[config.mk]
export PLATFORM = sky130hd
export DESIGN_NAME = dct_block_arbiter_flat
export DESIGN_NICKNAME = d
export VERILOG_FILES = /design/src/rtl/dct_block_arbiter_if.sv /design/src/rtl/dct_block_arbiter.sv /design/src/flat_wrapper.sv
export SDC_FILE = /design/constraint.sdc
export NUM_CORES = 1
export LEC_CHECK = 0
export ABC_AREA = 1
export ABC_CLOCK_PERIOD_IN_PS = 4900
export BUFFER_PORTS_ARGS = -buffer_cell sky130_fd_sc_hd__buf_4
export CAP_MARGIN = 15
export CORE_UTILIZATION = 45
export DETAILED_ROUTE_END_ITERATION = 10
export PLACE_DENSITY_LB_ADDON = 0.12
export SYNTH_ARGS = -nofsm -noshare
export SYNTH_HDL_FRONTEND = slang
export SYNTH_SLANG_ARGS = --single-unit
[constraint.sdc]
create_clock -name clk -period 4.9 [get_ports clk]
set_input_delay 0.98 -clock clk [delete_from_list [all_inputs] [get_ports clk]]
set_output_delay 0.98 -clock clk [all_outputs]
set_load 0.03 [all_outputs]
[src/rtl/dct_block_arbiter_if.sv]
// ----------------------------------------------------------------------------
// dct_block_arbiter_if
//   Bundles every handshake/bus signal around dct_block_arbiter: the two
//   row-stream requesters, the row interface into the forward DCT, the DCT
//   output monitor taps, and the tag/status outputs.
//
//   slave  : the arbiter side (accepts requester rows, drives the DCT input)
//   master : the environment side (requesters, DCT model, tag consumer)
//
//   Signals
//     s{0,1}_valid/_data/_sob/_eob/_sof : requester row + framing (to arbiter)
//     s{0,1}_ready                      : row accepted when valid&ready
//     dct_in_valid/_data/_sob/_eob/_sof : registered row into the DCT
//     dct_out_valid/_eob                : DCT output row monitor (pops tags)
//     tag_valid/tag_src                 : oldest block in flight and its source
//     err_proto                         : one-cycle protocol-violation pulse
//     busy                              : block in progress or tags pending
// ----------------------------------------------------------------------------
interface dct_block_arbiter_if #(
    parameter int W_I = 8
);
    localparam int ROW_W = 8 * W_I;

    logic             s0_valid;
    logic             s0_ready;
    logic [ROW_W-1:0] s0_data;
    logic             s0_sob;
    logic             s0_eob;
    logic             s0_sof;

    logic             s1_valid;
    logic             s1_ready;
    logic [ROW_W-1:0] s1_data;
    logic             s1_sob;
    logic             s1_eob;
    logic             s1_sof;

    logic             dct_in_valid;
    logic [ROW_W-1:0] dct_in_data;
    logic             dct_in_sob;
    logic             dct_in_eob;
    logic             dct_in_sof;

    logic             dct_out_valid;
    logic             dct_out_eob;

    logic             tag_valid;
    logic             tag_src;
    logic             err_proto;
    logic             busy;

    modport slave (
        input  s0_valid, s0_data, s0_sob, s0_eob, s0_sof,
        output s0_ready,
        input  s1_valid, s1_data, s1_sob, s1_eob, s1_sof,
        output s1_ready,
        output dct_in_valid, dct_in_data, dct_in_sob, dct_in_eob, dct_in_sof,
        input  dct_out_valid, dct_out_eob,
        output tag_valid, tag_src, err_proto, busy
    );

    modport master (
        output s0_valid, s0_data, s0_sob, s0_eob, s0_sof,
        input  s0_ready,
        output s1_valid, s1_data, s1_sob, s1_eob, s1_sof,
        input  s1_ready,
        input  dct_in_valid, dct_in_data, dct_in_sob, dct_in_eob, dct_in_sof,
        output dct_out_valid, dct_out_eob,
        input  tag_valid, tag_src, err_proto, busy
    );
endinterface

[src/rtl/dct_block_arbiter.sv]
// ----------------------------------------------------------------------------
// dct_block_arbiter
//   Shares one forward-DCT pipeline between two row-stream requesters.
//   Arbitration happens once per 8x8 block (round robin); the granted
//   requester then streams its 8 rows, each registered into the DCT input one
//   cycle after acceptance. The source of every granted block is pushed into
//   an in-order tag FIFO and popped when the DCT emits the block's last row,
//   so downstream logic can demultiplex DCT output blocks.
//
//   Ports
//     clk : clock
//     rst : synchronous active-high reset
//     bus : dct_block_arbiter_if.slave (requesters, DCT in/out, tags, status)
//
//   err_proto is registered: it pulses the cycle after the offending event
//   (dropped row, wrong sob/eob inside a block, tag pop while empty).
// ----------------------------------------------------------------------------
module dct_block_arbiter #(
    parameter int W_I       = 8,
    parameter int TAG_DEPTH = 4
) (
    input  logic                 clk,
    input  logic                 rst,
    dct_block_arbiter_if.slave   bus
);
    localparam int ROW_W = 8 * W_I;
    localparam int PTR_W = $clog2(TAG_DEPTH);
    localparam int CNT_W = PTR_W + 1;
    localparam logic [CNT_W-1:0] FULL_CNT = CNT_W'(TAG_DEPTH);

    typedef enum logic {IDLE, BUSY} state_t;

    state_t             state_q, state_d, cur_state;
    logic               sel_q, sel_d;
    logic               last_grant_q, last_grant_d;
    logic [2:0]         row_cnt_q, row_cnt_d;
    logic               vld_q, vld_d;
    logic [ROW_W-1:0]   data_q, data_d;
    logic               sob_q, sob_d;
    logic               eob_q, eob_d;
    logic               sof_q, sof_d;
    logic               err_q, err_d;

    logic [PTR_W-1:0]   wr_ptr_q, rd_ptr_q;
    logic [CNT_W-1:0]   cnt_q;
    logic               tag_mem_q [TAG_DEPTH];

    logic               cand0, cand1, grant, grant_src;
    logic               fifo_empty, fifo_full, pop_req, pop;
    logic               row_valid, row_sob, row_eob, row_sof;
    logic [ROW_W-1:0]   row_data;
    logic               first_row, last_row;

    // While reset is held the handshakes behave as in IDLE; the block in
    // progress is abandoned at the reset edge anyway.
    assign cur_state = rst ? IDLE : state_q;

    assign cand0      = bus.s0_valid && bus.s0_sob;
    assign cand1      = bus.s1_valid && bus.s1_sob;
    assign fifo_empty = (cnt_q == '0);
    assign fifo_full  = (cnt_q == FULL_CNT);
    assign pop_req    = bus.dct_out_valid && bus.dct_out_eob;
    assign pop        = pop_req && !fifo_empty;

    // Row fields of the requester currently owning the DCT.
    assign row_valid  = sel_q ? bus.s1_valid : bus.s0_valid;
    assign row_data   = sel_q ? bus.s1_data  : bus.s0_data;
    assign row_sob    = sel_q ? bus.s1_sob   : bus.s0_sob;
    assign row_eob    = sel_q ? bus.s1_eob   : bus.s0_eob;
    assign row_sof    = sel_q ? bus.s1_sof   : bus.s0_sof;
    assign first_row  = (row_cnt_q == 3'd0);
    assign last_row   = (row_cnt_q == 3'd7);

    always_comb begin
        // NOTE: every signal written here gets a default first, so no path
        // through the case leaves one unassigned and no latch is inferred.
        state_d      = state_q;
        sel_d        = sel_q;
        last_grant_d = last_grant_q;
        row_cnt_d    = row_cnt_q;
        vld_d        = 1'b0;
        data_d       = data_q;
        sob_d        = 1'b0;
        eob_d        = 1'b0;
        sof_d        = 1'b0;
        err_d        = pop_req && fifo_empty;
        grant        = 1'b0;
        grant_src    = 1'b0;
        bus.s0_ready = 1'b0;
        bus.s1_ready = 1'b0;

        case (cur_state)
            IDLE: begin
                // A row without sob is swallowed here so the requester can
                // resynchronise on the next block start.
                bus.s0_ready = bus.s0_valid && !bus.s0_sob;
                bus.s1_ready = bus.s1_valid && !bus.s1_sob;
                if ((bus.s0_valid && !bus.s0_sob) || (bus.s1_valid && !bus.s1_sob)) begin
                    err_d = 1'b1;
                end
                // A full FIFO still admits a grant when a pop frees a slot
                // in the same cycle.
                if ((cand0 || cand1) && (!fifo_full || pop)) begin
                    grant        = 1'b1;
                    grant_src    = (cand0 && cand1) ? !last_grant_q : cand1;
                    sel_d        = grant_src;
                    last_grant_d = grant_src;
                    state_d      = BUSY;
                end
            end
            BUSY: begin
                bus.s0_ready = !sel_q;
                bus.s1_ready = sel_q;
                if (row_valid) begin
                    // Framing is regenerated from row_cnt; the block is
                    // always exactly 8 rows whatever the requester flagged.
                    vld_d     = 1'b1;
                    data_d    = row_data;
                    sob_d     = first_row;
                    eob_d     = last_row;
                    sof_d     = row_sof && first_row;
                    row_cnt_d = row_cnt_q + 3'd1;
                    if ((row_sob != first_row) || (row_eob != last_row)) begin
                        err_d = 1'b1;
                    end
                    if (last_row) begin
                        state_d = IDLE;
                    end
                end
            end
            default: state_d = IDLE;
        endcase
    end

    always_ff @(posedge clk) begin
        // NOTE: non-blocking assignments so every register samples the
        // pre-edge values, independent of statement order.
        if (rst) begin
            state_q      <= IDLE;
            sel_q        <= 1'b0;
            last_grant_q <= 1'b1;
            row_cnt_q    <= 3'd0;
            vld_q        <= 1'b0;
            data_q       <= '0;
            sob_q        <= 1'b0;
            eob_q        <= 1'b0;
            sof_q        <= 1'b0;
            err_q        <= 1'b0;
            wr_ptr_q     <= '0;
            rd_ptr_q     <= '0;
            cnt_q        <= '0;
        end else begin
            state_q      <= state_d;
            sel_q        <= sel_d;
            last_grant_q <= last_grant_d;
            row_cnt_q    <= row_cnt_d;
            vld_q        <= vld_d;
            data_q       <= data_d;
            sob_q        <= sob_d;
            eob_q        <= eob_d;
            sof_q        <= sof_d;
            err_q        <= err_d;
            if (grant) wr_ptr_q <= wr_ptr_q + PTR_W'(1);
            if (pop)   rd_ptr_q <= rd_ptr_q + PTR_W'(1);
            if (grant && !pop) begin
                cnt_q <= cnt_q + CNT_W'(1);
            end else if (pop && !grant) begin
                cnt_q <= cnt_q - CNT_W'(1);
            end
        end
    end

    // NOTE: tag storage has no reset; validity comes from the reset
    // pointers/count, and tag_src is gated so it reads 0 when empty.
    always_ff @(posedge clk) begin
        if (grant && !rst) begin
            tag_mem_q[wr_ptr_q] <= grant_src;
        end
    end

    assign bus.dct_in_valid = vld_q;
    assign bus.dct_in_data  = data_q;
    assign bus.dct_in_sob   = sob_q;
    assign bus.dct_in_eob   = eob_q;
    assign bus.dct_in_sof   = sof_q;
    assign bus.err_proto    = err_q;
    assign bus.tag_valid    = !fifo_empty;
    assign bus.tag_src      = !fifo_empty && tag_mem_q[rd_ptr_q];
    assign bus.busy         = (state_q == BUSY) || !fifo_empty;
endmodule

[src/flat_wrapper.sv]
// flat-port wrapper written by rule: the top's interface ports become plain ports
module dct_block_arbiter_flat 
#(
    parameter int W_I       = 8,
    parameter int TAG_DEPTH = 4
)
  (clk, rst, bus_s0_valid, bus_s0_data, bus_s0_sob, bus_s0_eob, bus_s0_sof, bus_s0_ready, bus_s1_valid, bus_s1_data, bus_s1_sob, bus_s1_eob, bus_s1_sof, bus_s1_ready, bus_dct_in_valid, bus_dct_in_data, bus_dct_in_sob, bus_dct_in_eob, bus_dct_in_sof, bus_dct_out_valid, bus_dct_out_eob, bus_tag_valid, bus_tag_src, bus_err_proto, bus_busy);
  dct_block_arbiter_if #(.W_I(W_I)) bus_i ();
  input  logic clk;
  input  logic rst;
  input wire logic [$bits(bus_i.s0_valid)-1:0] bus_s0_valid;
  input wire logic [$bits(bus_i.s0_data)-1:0] bus_s0_data;
  input wire logic [$bits(bus_i.s0_sob)-1:0] bus_s0_sob;
  input wire logic [$bits(bus_i.s0_eob)-1:0] bus_s0_eob;
  input wire logic [$bits(bus_i.s0_sof)-1:0] bus_s0_sof;
  output wire logic [$bits(bus_i.s0_ready)-1:0] bus_s0_ready;
  input wire logic [$bits(bus_i.s1_valid)-1:0] bus_s1_valid;
  input wire logic [$bits(bus_i.s1_data)-1:0] bus_s1_data;
  input wire logic [$bits(bus_i.s1_sob)-1:0] bus_s1_sob;
  input wire logic [$bits(bus_i.s1_eob)-1:0] bus_s1_eob;
  input wire logic [$bits(bus_i.s1_sof)-1:0] bus_s1_sof;
  output wire logic [$bits(bus_i.s1_ready)-1:0] bus_s1_ready;
  output wire logic [$bits(bus_i.dct_in_valid)-1:0] bus_dct_in_valid;
  output wire logic [$bits(bus_i.dct_in_data)-1:0] bus_dct_in_data;
  output wire logic [$bits(bus_i.dct_in_sob)-1:0] bus_dct_in_sob;
  output wire logic [$bits(bus_i.dct_in_eob)-1:0] bus_dct_in_eob;
  output wire logic [$bits(bus_i.dct_in_sof)-1:0] bus_dct_in_sof;
  input wire logic [$bits(bus_i.dct_out_valid)-1:0] bus_dct_out_valid;
  input wire logic [$bits(bus_i.dct_out_eob)-1:0] bus_dct_out_eob;
  output wire logic [$bits(bus_i.tag_valid)-1:0] bus_tag_valid;
  output wire logic [$bits(bus_i.tag_src)-1:0] bus_tag_src;
  output wire logic [$bits(bus_i.err_proto)-1:0] bus_err_proto;
  output wire logic [$bits(bus_i.busy)-1:0] bus_busy;
  assign bus_i.s0_valid = bus_s0_valid;
  assign bus_i.s0_data = bus_s0_data;
  assign bus_i.s0_sob = bus_s0_sob;
  assign bus_i.s0_eob = bus_s0_eob;
  assign bus_i.s0_sof = bus_s0_sof;
  assign bus_s0_ready = bus_i.s0_ready;
  assign bus_i.s1_valid = bus_s1_valid;
  assign bus_i.s1_data = bus_s1_data;
  assign bus_i.s1_sob = bus_s1_sob;
  assign bus_i.s1_eob = bus_s1_eob;
  assign bus_i.s1_sof = bus_s1_sof;
  assign bus_s1_ready = bus_i.s1_ready;
  assign bus_dct_in_valid = bus_i.dct_in_valid;
  assign bus_dct_in_data = bus_i.dct_in_data;
  assign bus_dct_in_sob = bus_i.dct_in_sob;
  assign bus_dct_in_eob = bus_i.dct_in_eob;
  assign bus_dct_in_sof = bus_i.dct_in_sof;
  assign bus_i.dct_out_valid = bus_dct_out_valid;
  assign bus_i.dct_out_eob = bus_dct_out_eob;
  assign bus_tag_valid = bus_i.tag_valid;
  assign bus_tag_src = bus_i.tag_src;
  assign bus_err_proto = bus_i.err_proto;
  assign bus_busy = bus_i.busy;
  dct_block_arbiter #(.W_I(W_I), .TAG_DEPTH(TAG_DEPTH)) u_core (.clk(clk), .rst(rst), .bus(bus_i));
endmodule
### Word level (Yosys, flattened, before mapping)

Memory sizes are Yosys's and may differ from the RTL's. A register that Yosys moved wholly into a read port is not among the register bits.
Cells that the tools add are included.

* input bits: 140
* word-level logic and storage cells: 92
* RAM bits: 4
* output and inout bits: 74
* flip-flop bits (word level): 82
* memories kept: 1

Memories
* u_core.tag_mem_q: words 4, width 1, read ports 1, clocked after memory_dff 1, write ports 1, line dct_block_arbiter.sv:46 `logic tag_mem_q [TAG_DEPTH];`

* muxes and demuxes: 28
* eq/ne operators: 7
* $add $sub $neg: 5
* bitwise operators: 2
* reduce and logical (&&, ||, !) cells: 36

Operators by type and width (number)
* 64-bit two-way mux: 1
* 1-bit two-way mux: 19
* 1-bit logical AND: 14
* 1-bit zero test: 9
* 1-bit one-hot mux with 2 select lines: 4
* 3-bit by 1-bit adder with 3-bit output, second input constant: 2
* 3-bit equality test, second input constant: 2
* 3-bit zero test: 2
* 3-bit two-way mux: 2
* 1-bit logical OR: 5
* 2-bit by 1-bit adder with 2-bit output, second input constant: 2
* 2-bit two-way mux: 2
* 2-bit != test, second input constant: 2
* 2-bit AND reduction: 2
* 3-bit AND reduction: 1
* 3-bit OR reduction: 1
* 3-bit by 1-bit subtractor with 3-bit output, second input constant: 1
* 1-bit != test: 2
* 2-bit by 1-bit != test with 1-bit output, second input constant: 1
* 1-bit inverter: 2
* 2-bit nonzero test: 1
* 2-bit OR reduction: 1

### Longest topological paths before layout

Gate-level depths: netlist (run 1).

* word-level depth: 11
* gate-level depth with buffers: 14
* depth with buffers taken out: 14

### Least setup slack after synthesis (run 1)

Ideal clock, no wire load.

* path type: input port to output port
* from: input port rst
* to: output port bus_s0_ready
* slack: 2108 ps
* data required time: 3920 ps
* stages: 3
* data arrival time: 1812 ps
* path buffers: 0
* cell sequence: inv_2 nand2_2 o21ai_0

* cells in the longest elaborated chain, start to end: 3

RTL lines
* from (decl): line flat_wrapper.sv:10 `input logic rst;`
* 1-bit two-way mux *: line dct_block_arbiter.sv:56 `assign cur_state = rst ? IDLE : state_q;`
* 1-bit inverter (no source line)
* 1-bit one-hot mux with 2 select lines *: line dct_block_arbiter.sv:92 `case (cur_state)`
* to (decl): line flat_wrapper.sv:16 `output wire logic [$bits(bus_i.s0_ready)-1:0] bus_s0_ready;`

Mark *: on every way between the ends. The rest lies on a longest branch, timed or not.

### Worst setup path after layout (run 1)

* from: register u_core.sel_q
* to: output port bus_s0_ready

* cells in the longest elaborated chain, start to end: 2

RTL lines
* from (decl): line dct_block_arbiter.sv:34 `logic sel_q, sel_d;`
* from (signal assigned): line dct_block_arbiter.sv:154 `sel_q <= sel_d;`
* 1-bit zero test: line dct_block_arbiter.sv:112 `bus.s0_ready = !sel_q;`
* 1-bit one-hot mux with 2 select lines: line dct_block_arbiter.sv:92

Every way passes these cells.

==> results of run 1 <==
## critical path, cell delays in order (launching register included)
cell,delay (ps)
sky130_fd_sc_hd__dfxtp_2,360
sky130_fd_sc_hd__buf_4,580
sky130_fd_sc_hd__o21ai_0,250
sky130_fd_sc_hd__buf_4,220
## stage by stage
step / hold slack [ps] / cell area (um^2) / worst slack (ps) / cells
after floorplan: 443.2 / 4208 / 2108 / 639
after global placement: 461.5 / 5736 / 2232 / 925
after detailed placement: 472.9 / 5736 / 2149 / 925
after CTS: 482.5 / 5923 / 2167 / 940
after global routing: 507.9 / 5923 / 2052 / 940
final: 478.0 / 5923 / 2159 / 940
## placed cells by master (no fill, tap or decap)
cell type / n
sky130_fd_sc_hd__nand2_2: 2
sky130_fd_sc_hd__dfxtp_2: 1
sky130_fd_sc_hd__edfxtp_1: 4
sky130_fd_sc_hd__inv_2: 3
sky130_fd_sc_hd__a211oi_2: 1
sky130_fd_sc_hd__o21ai_0: 36
sky130_fd_sc_hd__ha_1: 8
sky130_fd_sc_hd__clkinvlp_4: 1
sky130_fd_sc_hd__nand2_1: 224
sky130_fd_sc_hd__dfxtp_1: 83
sky130_fd_sc_hd__o21ai_1: 43
sky130_fd_sc_hd__o21a_1: 1
sky130_fd_sc_hd__nor2_1: 145
sky130_fd_sc_hd__clkbuf_8: 10
sky130_fd_sc_hd__inv_1: 23
sky130_fd_sc_hd__clkinv_2: 1
sky130_fd_sc_hd__buf_4: 216
sky130_fd_sc_hd__nand3b_1: 3
sky130_fd_sc_hd__or2_2: 1
sky130_fd_sc_hd__inv_4: 1
sky130_fd_sc_hd__xor2_1: 1
sky130_fd_sc_hd__fa_1: 1
sky130_fd_sc_hd__a21oi_1: 12
sky130_fd_sc_hd__clkbuf_1: 2
sky130_fd_sc_hd__nand3_1: 7
sky130_fd_sc_hd__nand4_1: 1
sky130_fd_sc_hd__bufinv_16: 1
## area by class of cell
type	count	area [um^2]	share of cell area, %
clock inverters	3	42.54	0.7182
well taps	108	135.1	2.281
inverters	27	103.9	1.753
repair buffers	216	1622	27.38
flip-flops and latches	88	1803	30.44
clock buffers	12	145.1	2.450
multi-input cells	486	2072	34.98
## layer usage
metal | GRT usage, % | routed length [um]
met3 | 6.028 | 820
met4 | 8.611 | 146
met1 | 26.33 | 4761
met5 | 0 | 0
met2 | 42.09 | 5584
## power breakdown
group / leakage, nW / internal, W / switching [W]
Clock: 0.0925 / 0.000247 / 0.000239
Sequential: 0.721 / 0.000777 / 0.0000335
Combinational: 2.21 / 0.000218 / 0.000308
Total: 3.02 / 0.00124 / 0.000580
## sequential cells by signal, indices dropped and copies added, names as in the netlist, 2 cells and up, named ones only
| name | flops |
|---|---|
| u_core.bus.dct_in_data | 64 |
| u_core.rd_ptr_q | 2 |
| u_core.wr_ptr_q | 2 |
| u_core.row_cnt_q | 3 |
| u_core.tag_mem_q | 4 |
| u_core.cnt_q | 3 |
## path summary, 6_finish.rpt
| kind | endpoint | slack [ps] | depth (start not counted) | startpoint |
|---|---|---|---|---|
| setup reg to reg | u_core.bus.dct_in_data[7]$_SDFFE_PP0P_ | 2520 | 7 | u_core.sel_q$_SDFFE_PP0N_ |
| hold / removal | u_core.row_cnt_q[2]$_SDFFE_PP0P_ | 480 | 2 | u_core.row_cnt_q[2]$_SDFFE_PP0P_ |
| setup / recovery | bus_s0_ready | 2160 | 3 | u_core.sel_q$_SDFFE_PP0N_ |
| hold reg to reg | u_core.row_cnt_q[2]$_SDFFE_PP0P_ | 480 | 2 | u_core.row_cnt_q[2]$_SDFFE_PP0P_ |
## cells by family after synthesis
logic type | synth area share (%)
xor gates and xnor gates | 0.2082
buffers and inverters | 7.939
adders and majority gates | 2.855
AOI/OAI and AO/OA | 11.30
and+or+nand+nor | 34.88
DFF | 42.82
==> results.txt, run 1 <==
Ranked by total cell area, the synthesized netlist is headed by sky130_fd_sc_hd__dfxtp_1, sky130_fd_sc_hd__nand2_1, sky130_fd_sc_hd__nor2_1, sky130_fd_sc_hd__o21ai_1, sky130_fd_sc_hd__o21ai_0. The quantity of hold-fixing buffers added after cts came out at 0. After clock tree synthesis, the clock-pin slew on the worst setup and hold paths is 80 ps. For this run, the top clock speed supported by timing is 364.8 MHz. The cell sitting at the root of the clock tree is a sky130_fd_sc_hd__clkbuf_8. The clock tree buffer depth is 2. The wire-length estimate of the detail-placed layout is 7982 um.

The clock buffer count from CTS is 9. The final critical-path required period came out at 2741 ps. Synthesis produced a netlist with a net count of 788. The routed wirelength normalized by instance count came out at 12.04 um.

The setup TNS is 0 ps. In the routed layout, each cell is associated on average with a via count of 4.779. The slew at the pin closest to its max-slew limit came out at 1087 ps. The remaining global-route overflow came out at 0.

The number of global-route vias before repair was 4086. Synthesis handed over a netlist of 639 instances. The worst path arrival time came out at 1760 ps. The post-CTS setup buffer count is 0. The maximum net fanout on the critical path is 71.

The count of cell types in the netlist came out at 24. The count of standard-cell rows came out at 34. The power density relative to cell area came out at 307.6 nW/um^2.

The violation count after the first detailed-route iteration is 199. The count of fill cells added during filler insertion is 799. The synthesis-to-layout area growth came out at 40.77%. The number of antenna diodes in the final layout is 0.

In the synthesized netlist the dominant register cell turns out to be sky130_fd_sc_hd__dfxtp_1. The core region area is 8891 um^2. For this design the top-level I/O count stands at 214. The final design utilization is 66.62%.

The synthesized design contains 4 enable-type register cells. Total power for the finished layout comes to 0.001822 W. The max-slew violation count came out at 0. The share of the synthesized area in the top cell type is 39.96%. The yosys synthesis warning count came out at 0. The tool flagged a number of max-cap violations equal to 0. The maximum number of pins on one net before global-route repair is 76. The run finished with clean final reports. Once the floorplan was initialized, standard cells occupied 47.33% of the core. The total standard cell area after synthesis is 4208 um^2. The number of port buffers came out at 213.

STA classifies the critical path startpoint as a flip-flop. The clock latency on the worst-skew pair came out at 350 ps. The final layout net count came out at 977. The final-report hold violation count was 0.

The required time of the worst setup path is 3920 ps. The final setup violation count came out at 0. For this run, the register share of the synthesized area comes to 42.82%. In this run, synthesis produced a sequential element count of 88. The total leakage power is 3.022 nW. The detailed router placed 4492 vias in this run. The total wire length is 11310 um. The commonest cells after synthesis are sky130_fd_sc_hd__nand2_1, sky130_fd_sc_hd__nor2_1, sky130_fd_sc_hd__dfxtp_1. The setup path with the least slack is of type flip-flop to primary output. The number of H-tree levels came out at 3. The peak supply drop is 0.0001512 V. The full die area is 9742 um^2. Dividing the final minimum period by the clock period gives 55.95%.

Setup repair after global routing left no endpoint under its margin. Routability-driven placement finished with a final weighted congestion of 0.7887. The wire length of the first global-routing pass is 18130 um. The proportion of synthesized flip-flops having asynchronous set or reset came out at 0%. Measured against its own limit, the worst slew margin works out to 27.41%. The die extent in x is 98.70 um. By instance count, the leading cell after synthesis is sky130_fd_sc_hd__nand2_1. TritonCTS built the clock tree. Of all cell types, the one taking the most synthesized area is sky130_fd_sc_hd__dfxtp_1. The worst clock skew came out at 8.446 ps. The clock net sink count is 88.

The number of iterations in the first detailed-routing pass came out at 4. The initial antenna violation count is 0. The post-route antenna net violation count came out at 0. The total of cells resized after clock tree synthesis is 0.

The remaining routing DRC violations came out at 0. Global routing consumed, over all layers together, 23.27% of the routing resources. The fraction of final layout cells with drive strength greater than 1 is 28.61%.

The tightest min-delay check is of the flip-flop to flip-flop type. In this run the vertical extent of the chip is 98.70 um. The mean instance size in the synthesized netlist came out at 6.585 um^2. The worst setup path is captured at a primary output.
Note: power is estimated with default switching activity, not from simulation.
==> inputs of run 2 (changes only) <==
ABC_CLOCK_PERIOD_IN_PS = 2500   (was 4900)
CORE_UTILIZATION = 41   (was 45)
clock period = 2.5 ns   (was 4.9 ns; I/O delays follow)
==> run 2 against run 1 <==
- via count is 0.22% higher
- sequential power is 96% higher
- sequential share of layout area is 0.64 points lower
- final area is 2.2% higher
- critical path type unchanged
- power is 110% higher
- critical endpoint unchanged
- clock skew is 0.57 ps higher
- highest routed layer unchanged
==> results.txt, run 2 (synthesis results as in run 1) <==
The run finished with clean final reports. In this run the worst hold path is classified as input pin to flip-flop. The switching power came out at 0.001184 W (+100%).

The starting density of the core came to 42.66% (-4.7 points). The setup TNS is 0 ps (unchanged). The fraction of power spent switching nets is 31.02% (-0.83 points).

The clock latency on the worst-skew pair came out at 360 ps (about the same). Leaving out fill and tap cells, the most frequent cell in the layout is sky130_fd_sc_hd__nand2_1. The max capacitance violation total is 0 (unchanged). The top-level I/O count was 214 (unchanged). STA classifies the critical path startpoint as a flip-flop. The post-CTS setup buffer count came out at 0 (unchanged). The max-slew violation count came out at 0 (unchanged). The initial antenna violation count is 0 (unchanged). Leaving out fill and tap cells, the most frequent cells in the layout are sky130_fd_sc_hd__nand2_1, sky130_fd_sc_hd__buf_4, sky130_fd_sc_hd__nor2_1.

The height of the chip came out at 103.3 um (+4.7%). The peak supply drop came out at 0.0002796 V (+85%). Setup repair after global routing left no endpoint under its margin.

Counting stages on the worst path, the most repeated cell is sky130_fd_sc_hd__buf_4. The clock tree from TritonCTS is yes. The count of standard-cell rows came out at 36 (+5.9%).

The worst stage delay on the critical path is 540 ps (-40 ps). The placer's final routability congestion estimate is 0.7728 (-2.0%). The clock buffer count from CTS came out at 9 (unchanged). The maximum net fanout on the critical path is 70 (-1.4%). The number of port buffers was 213 (unchanged). The final setup violation count came out at 0 (unchanged). The full die area is 10670 um^2 (+9.5%). The placed cell area came out at 5802 um^2 (+1.2%). The die extent in x is 103.3 um (+4.7%). The required time of the worst setup path came out at 2000 ps (-1920 ps). The worst path arrival time is 1680 ps (-80 ps). The post-detailed-placement half-perimeter wirelength came out at 8294 um (+3.9%).

The sequential fraction of design power is 41.6% (-2.9 points). The power density relative to cell area was 630.7 nW/um^2 (+110%). For the finished layout, the period the worst path requires is 2179 ps. The master cell of the clock root buffer is sky130_fd_sc_hd__clkbuf_8. The signal on the critical path passes through buf_4 > o21ai_0 > buf_4.

The number of H-tree levels is 3 (unchanged). The number of iterations in the first detailed-routing pass is 4 (unchanged). The count of fill cells added during filler insertion is 912 (+14%). The maximum operating frequency is 458.8 MHz. The reg2reg setup slack is 360 ps (-2160 ps). The remaining max-slew budget at the tightest pin was 53.20% (+26 points).

The setup path with the least slack is of type flip-flop to primary output. The power share of the combinational group is 27.3% (-1.6 points). The maximum number of pins on one net before global-route repair was 76 (unchanged). The via total after detailed routing was 4502 (+0.22%). The total track usage came to 20.59% (-2.7 points). The final layout net count is 980 (+0.31%). The worst setup path is captured at a primary output. The synthesis-to-layout area growth is 43.80%. The vias per cell was 4.646 (-2.8%). The final critical-path share of the clock period came out at 87.18%. The final-report hold violation count is 0 (unchanged).

The routed wirelength normalized by instance count came out at 11.92 um (-0.99%). The core region area came to 9864 um^2 (+11%). The flip-flop count of the largest register after layout is 64 (unchanged). The clock tree buffer depth came out at 2 (unchanged).

The largest individual stage delay along the critical path comes from the cell sky130_fd_sc_hd__buf_4. The number of global-route vias before repair is 3854 (-5.7%). The clock net sink count is 88 (unchanged).

The violation count after the first detailed-route iteration is 188 (-5.5%). The slew at the pin closest to its max-slew limit is 702.1 ps (-385.2 ps). The antenna diode count came to 0 (unchanged). The worst clock skew came out at 9.019 ps (+0.5724 ps). The total wire length came out at 11550 um (+2.1%). The total of cells resized after clock tree synthesis is 0 (unchanged). The quantity of hold-fixing buffers added after cts came to 0 (unchanged).

The internal power component came to 0.002633 W (+110%). The remaining global-route overflow is 0 (unchanged). The post-layout total power came out at 0.003816 W (+110%). The total leakage power came out at 3.070 nW (+1.6%). The fraction of final layout cells with drive strength greater than 1 is 29.19% (+0.58 points). The clock group share of total power came out at 31.1% (+4.5 points). The post-route antenna net violation count is 0 (unchanged).

The wire length of the first global-routing pass is 17060 um (-5.9%). The remaining routing DRC violations was 0 (unchanged). The final non-filler cell area came out at 6051 um^2 (+2.2%).

The clock edge transition at the registers on the reported setup and hold paths was 90 ps (about the same).
[run 2: final cells by class]
type                    count  area (um^2)  area share [%]
clock inverters             4        72.57           1.199
well taps                 133        166.4           2.750
multi-input cells         486         2072           34.24
inverters                  27        103.9           1.716
clock buffers              12        176.4           2.916
flip-flops and latches     88         1803           29.80
repair buffers            219         1657           27.38
[run 2: final timing paths]
check,end,depth (start not counted),startpoint
setup / recovery,bus_s0_ready,3,u_core.sel_q$_SDFFE_PP0N_
hold / removal,u_core.sel_q$_SDFFE_PP0N_,2,rst
setup reg to reg,u_core.cnt_q[1]$_SDFFE_PP0P_,10,u_core.cnt_q[1]$_SDFFE_PP0P_
hold reg to reg,u_core.row_cnt_q[2]$_SDFFE_PP0P_,2,u_core.row_cnt_q[2]$_SDFFE_PP0P_
[run 2: per-stage QoR]
step	utilization [%]	setup WS [ps]	hold WS, ps	instances
after floorplan	-	439.2	443.2	639
after global placement	58.82	309.0	458.3	953
after detailed placement	58.82	219.4	472.9	953
after CTS	61.34	277.8	325.7	969
after global routing	61.34	160.5	324.8	969
final	61.34	320.5	338.7	969
[run 2: per-layer routing]
metal | vias to the layer above | share of wire [%] | GRT usage, %
met2 | 150 | 49 | 36.51
li1 | 2359 | - | -
met4 | 0 | 1.9 | 7.584
met3 | 19 | 6.8 | 5.981
met5 | - | 0 | 0
met1 | 1974 | 42 | 23.51
[run 2: power groups by stage]
stage / Sequential [W] / Clock (W) / Combinational [W]
2_1_floorplan: 0.00175 / 0 / 0.000495
3_3_place_gp: 0.00161 / 0 / 0.00102
3_5_place_dp: 0.00162 / 0 / 0.00105
4_1_cts: 0.00159 / 0.00121 / 0.00105
5_1_grt: 0.00160 / 0.00127 / 0.00115
6_report: 0.00159 / 0.00119 / 0.00104
[run 2: worst max-delay path, delay by kind of cell (launching register included)]
family | cells | cell delay (ps)
compound gates | 1 | 190
buf+inv | 2 | 740
flops | 1 | 380
==> inputs of run 3 (changes only) <==
ABC_AREA = not set   (was 1)
CORE_UTILIZATION = 42   (was 41)
==> run 3 against run 2 <==
- core utilization rose by 2.0 points
- routed wire length down 12%
- register-to-register slack got worse by 210 ps
- largest cell class unchanged
- maximum frequency decreased by 7.2%
- sequential share of layout area is 0.76 points lower
- highest routed layer unchanged
- final cell count down 24%
- final area is 2.8% higher
- hold slack gained 110 ps
- first-iteration DRC count decreased by 60%
==> results.txt, run 3 <==
The post-CTS setup buffer count was 0 (unchanged). TritonCTS built the clock tree. The mean instance size in the synthesized netlist is 10.65 um^2 (+62%). The placer's final routability congestion estimate is 0.9026 (+17%). After synthesis, the cell types taking the most area are sky130_fd_sc_hd__dfxtp_1, sky130_fd_sc_hd__a211oi_2, sky130_fd_sc_hd__mux2i_1, sky130_fd_sc_hd__nor2_1, sky130_fd_sc_hd__edfxtp_1.

The prevailing post-synth register cell is sky130_fd_sc_hd__dfxtp_1. The max capacitance violation total came out at 0 (unchanged). The die extent in x came out at 102.8 um (-0.47%).

The met2 routing resource usage after global routing is 32.26% (-4.3 points). In the layout the commonest cells are sky130_fd_sc_hd__buf_4, sky130_fd_sc_hd__dfxtp_1, sky130_fd_sc_hd__nor2_1. The number of H-tree levels is 3 (unchanged). The power density relative to cell area came out at 679.0 nW/um^2 (+7.6%). The height of the chip came out at 102.8 um (-0.47%). The kind of end point of the critical path is a flip-flop. The quantity of hold-fixing buffers added after cts came to 0 (unchanged). The post-detailed-placement half-perimeter wirelength is 7713 um (-7.0%).

The wire length of the first global-routing pass is 15210 um (-11%). The global routing met1 resource utilization is 22.48% (-1.0 points). The final-report hold violation count was 0 (unchanged). The total wire length came out at 10170 um (-12%). The final critical-path share of the clock period came out at 93.97% (+6.8 points). The final critical-path required period is 2349 ps (+169.8 ps). The clock latency on the worst-skew pair came out at 350 ps (about the same). The global routing stage identified its most utilized layer as met2. The worst path arrival time is 2630 ps (+950 ps). The vias per cell came to 4.830 (+4.0%). The remaining global-route overflow is 0 (unchanged). The number of iterations in the first detailed-routing pass is 4 (unchanged).

The min-delay analysis places its worst path in the category input pin to flip-flop. The startpoint identified for the worst hold timing path is bus_s0_sof. The final setup violation count was 0 (unchanged). The final design utilization is 63.32% (+2.0 points). The met3 demand-to-capacity share in global routing came out at 3.932% (-2.0 points). The full die area is 10570 um^2 (-0.94%). The worst clock skew came out at 6.804 ps (-2.215 ps). The maximum operating frequency is 425.7 MHz (-7.2%). The yosys synthesis warning count was 0 (unchanged). The clock tree buffer depth came out at 2 (unchanged). The count of standard-cell rows came out at 36 (unchanged). The final layout net count is 751 (-23%). The clock edge transition at the registers on the reported setup and hold paths is 80 ps (about the same). The setup path with the least slack is of type flip-flop to flip-flop.

The violation count after the first detailed-route iteration is 76 (-60%). The slowest stage of the critical path is the sky130_fd_sc_hd__or3_1 cell. The flip-flop count of the largest register after layout came out at 64 (unchanged).

The cell sitting at the root of the clock tree is a sky130_fd_sc_hd__clkbuf_8. The number of global-route vias before repair came to 3233 (-16%). The final standard cell count with taps included and fillers excluded came out at 740 (-24%). The starting density of the core is 43.48% (+0.82 points).

The maximum number of pins on one net before global-route repair is 81 (+6.6%). The number of enable-type register cells in the synthesized netlist is 4 (unchanged). The run finished with clean final reports.

The instance count after placement with tap cells included came out at 724 (-24%). The synthesis-to-layout area growth came out at 45.63%. The share of the synthesized area in the top cell type is 39.39% (-0.57 points). Setup repair after global routing left no endpoint under its margin.

The slew at the pin closest to its max-slew limit came out at 699.9 ps (-2.171 ps). The most critical setup path has its startpoint at u_core.cnt_q[2]$_SDFFE_PP0P_. The synthesized net count is 550 (-30%). The count of cell types in the netlist is 35 (+46%).

The combined area of the multi-input logic cells came out at 2228 um^2 (+7.5%). The most frequent standard cell in the layout excluding fill and tap cells is sky130_fd_sc_hd__buf_4. The cell with the most instances after synthesis is sky130_fd_sc_hd__dfxtp_1. The total of cells resized after clock tree synthesis is 0 (unchanged). The max-slew violation count came out at 0 (unchanged). The via total after detailed routing came out at 3574 (-21%). The core region area came out at 9819 um^2 (-0.46%). Counting stages on the worst path, the most repeated cell is sky130_fd_sc_hd__or3_1. The remaining max-slew budget at the tightest pin is 53.25% (+0.055 points). The post-synthesis cell type with the largest combined area is sky130_fd_sc_hd__dfxtp_1. The antenna diode count came out at 0 (unchanged). The setup TNS was 0 ps (unchanged). The total track usage is 18.60% (-2.0 points). The startpoint class of the critical path is a flip-flop. The routed wirelength normalized by instance count is 13.74 um (+15%). The maximum net fanout on the critical path is 6 (-91%). The number of synthesized register bits is 88 (unchanged). Broken down by cell family, the worst path's largest delay share belongs to simple AND/OR/NAND/NOR gates. The signal on the critical path passes through or3_1 > nand3_1 > ha_1 > inv_1 > fa_1 > xor2_1 > or3_1 > a21oi_1. The number of buffers and inverters on the critical path is 1 (-1). The top-level I/O count is 214 (unchanged). The count of fill cells added during filler insertion is 843 (-7.6%). The peak supply drop was 0.0003396 V (+21%). The clock buffer count from CTS came out at 9 (unchanged). The initial antenna violation count is 0 (unchanged).

The commonest cells after synthesis are sky130_fd_sc_hd__dfxtp_1, sky130_fd_sc_hd__nor2_1, sky130_fd_sc_hd__mux2i_1. The total leakage power came out at 2.572 nW (-16%). The total standard cell area after synthesis is 4269 um^2 (+1.5%). The register area share after synthesis is 42.20% (-0.61 points). The fraction of final layout cells with drive strength greater than 1 is 50.08% (+21 points). The proportion of synthesized flip-flops having asynchronous set or reset is 0% (unchanged). In this run the critical register-to-register path is launched from u_core.cnt_q[2]$_SDFFE_PP0P_. The required time of the worst setup path was 2780 ps (+780 ps). The register cell area after layout is 1805 um^2 (+0.14%). The remaining routing DRC violations came out at 0 (unchanged).

The worst stage delay on the critical path came out at 470 ps (-70 ps). The clock net sink count is 88 (unchanged). The number of standard cells after synthesis came out at 401 (-37%). The number of port buffers is 213 (unchanged). The post-route antenna net violation count came out at 0 (unchanged).
## run 3: cell types whose count changed after synthesis, moves of 7 or more
cell and delta:
sky130_fd_sc_hd__buf_2 +7, sky130_fd_sc_hd__clkbuf_1 -10, sky130_fd_sc_hd__mux2i_1 +69, sky130_fd_sc_hd__a211oi_2 +57
sky130_fd_sc_hd__nor2_1 -68, sky130_fd_sc_hd__nand2_1 -215, sky130_fd_sc_hd__inv_1 -16, sky130_fd_sc_hd__o21ai_0 -32
sky130_fd_sc_hd__a211oi_1 +7, sky130_fd_sc_hd__o21ai_1 -43
## run 3: worst reg2reg max path, cell delays in order, from the launching register on
cell                      delay [ps]
sky130_fd_sc_hd__dfxtp_1         360
sky130_fd_sc_hd__or3_1           470
sky130_fd_sc_hd__nand3_1         160
sky130_fd_sc_hd__ha_1            210
sky130_fd_sc_hd__inv_1            60
sky130_fd_sc_hd__fa_1            380
sky130_fd_sc_hd__xor2_1          180
sky130_fd_sc_hd__or3_1           310
sky130_fd_sc_hd__a21oi_1         150
## run 3: area by class of cell
cell class                      count  share of cell area [%]
Clock buffer                       12                   2.858
Clock inverter                      4                   1.529
Inverter                            8                  0.5232
Multi-Input combinational cell    272                   35.84
Sequential cell                    88                   29.04
Tap cell                          133                   2.677
Timing Repair Buffer              223                   27.53
## run 3: per-stage QoR
stage	instance area [um^2]	hold slack [ps]	setup slack [ps]	total power, W
2_1_floorplan	4269	427.6	35.98	0.002506
3_3_place_gp	5944	458.4	166.0	0.002945
3_5_place_dp	5944	469.1	81.35	0.002983
4_1_cts	6217	436.8	148.7	0.004267
5_1_grt	6217	479.7	26.04	0.004434
6_report	6217	443.8	150.7	0.004221
## run 3: cells by family (layout without fill, tap and decap cells)
kind of cell	after synthesis	after routing	synth area share (%)
AOI/OAI and AO/OA	80	80	20.46
xor gates and xnor gates	8	8	1.641
adders and majority gates	9	9	2.814
buffers and inverters	41	247	5.598
DFF	88	88	42.20
muxes	71	71	17.06
and+or+nand+nor	104	104	10.23
## run 3: final timing paths
| check | end | cells after the start | slack [ps] |
|---|---|---|---|
| max reg2reg | u_core.cnt_q[2]$_SDFFE_PP0P_ | 8 | 150 |
| min | u_core.bus.dct_in_sof$_SDFF_PP0_ | 3 | 440 |
| max | u_core.cnt_q[2]$_SDFFE_PP0P_ | 8 | 150 |
| min reg2reg | u_core.row_cnt_q[2]$_SDFFE_PP0P_ | 2 | 480 |
## run 3: report_power, final
part / internal, W / total (W) / switching (W)
Combinational: 0.000589 / 0.00131 / 0.000716
Clock: 0.000785 / 0.00128 / 0.000498
Sequential: 0.00154 / 0.00163 / 0.0000919
Total: 0.00292 / 0.00422 / 0.00131
## run 3: metal layers
layer  routed length, um  part of all wire, %
met1                4188                   41
met2                5060                   50
met3                 775                  7.6
met4                 144                  1.4
met5                   0                    0
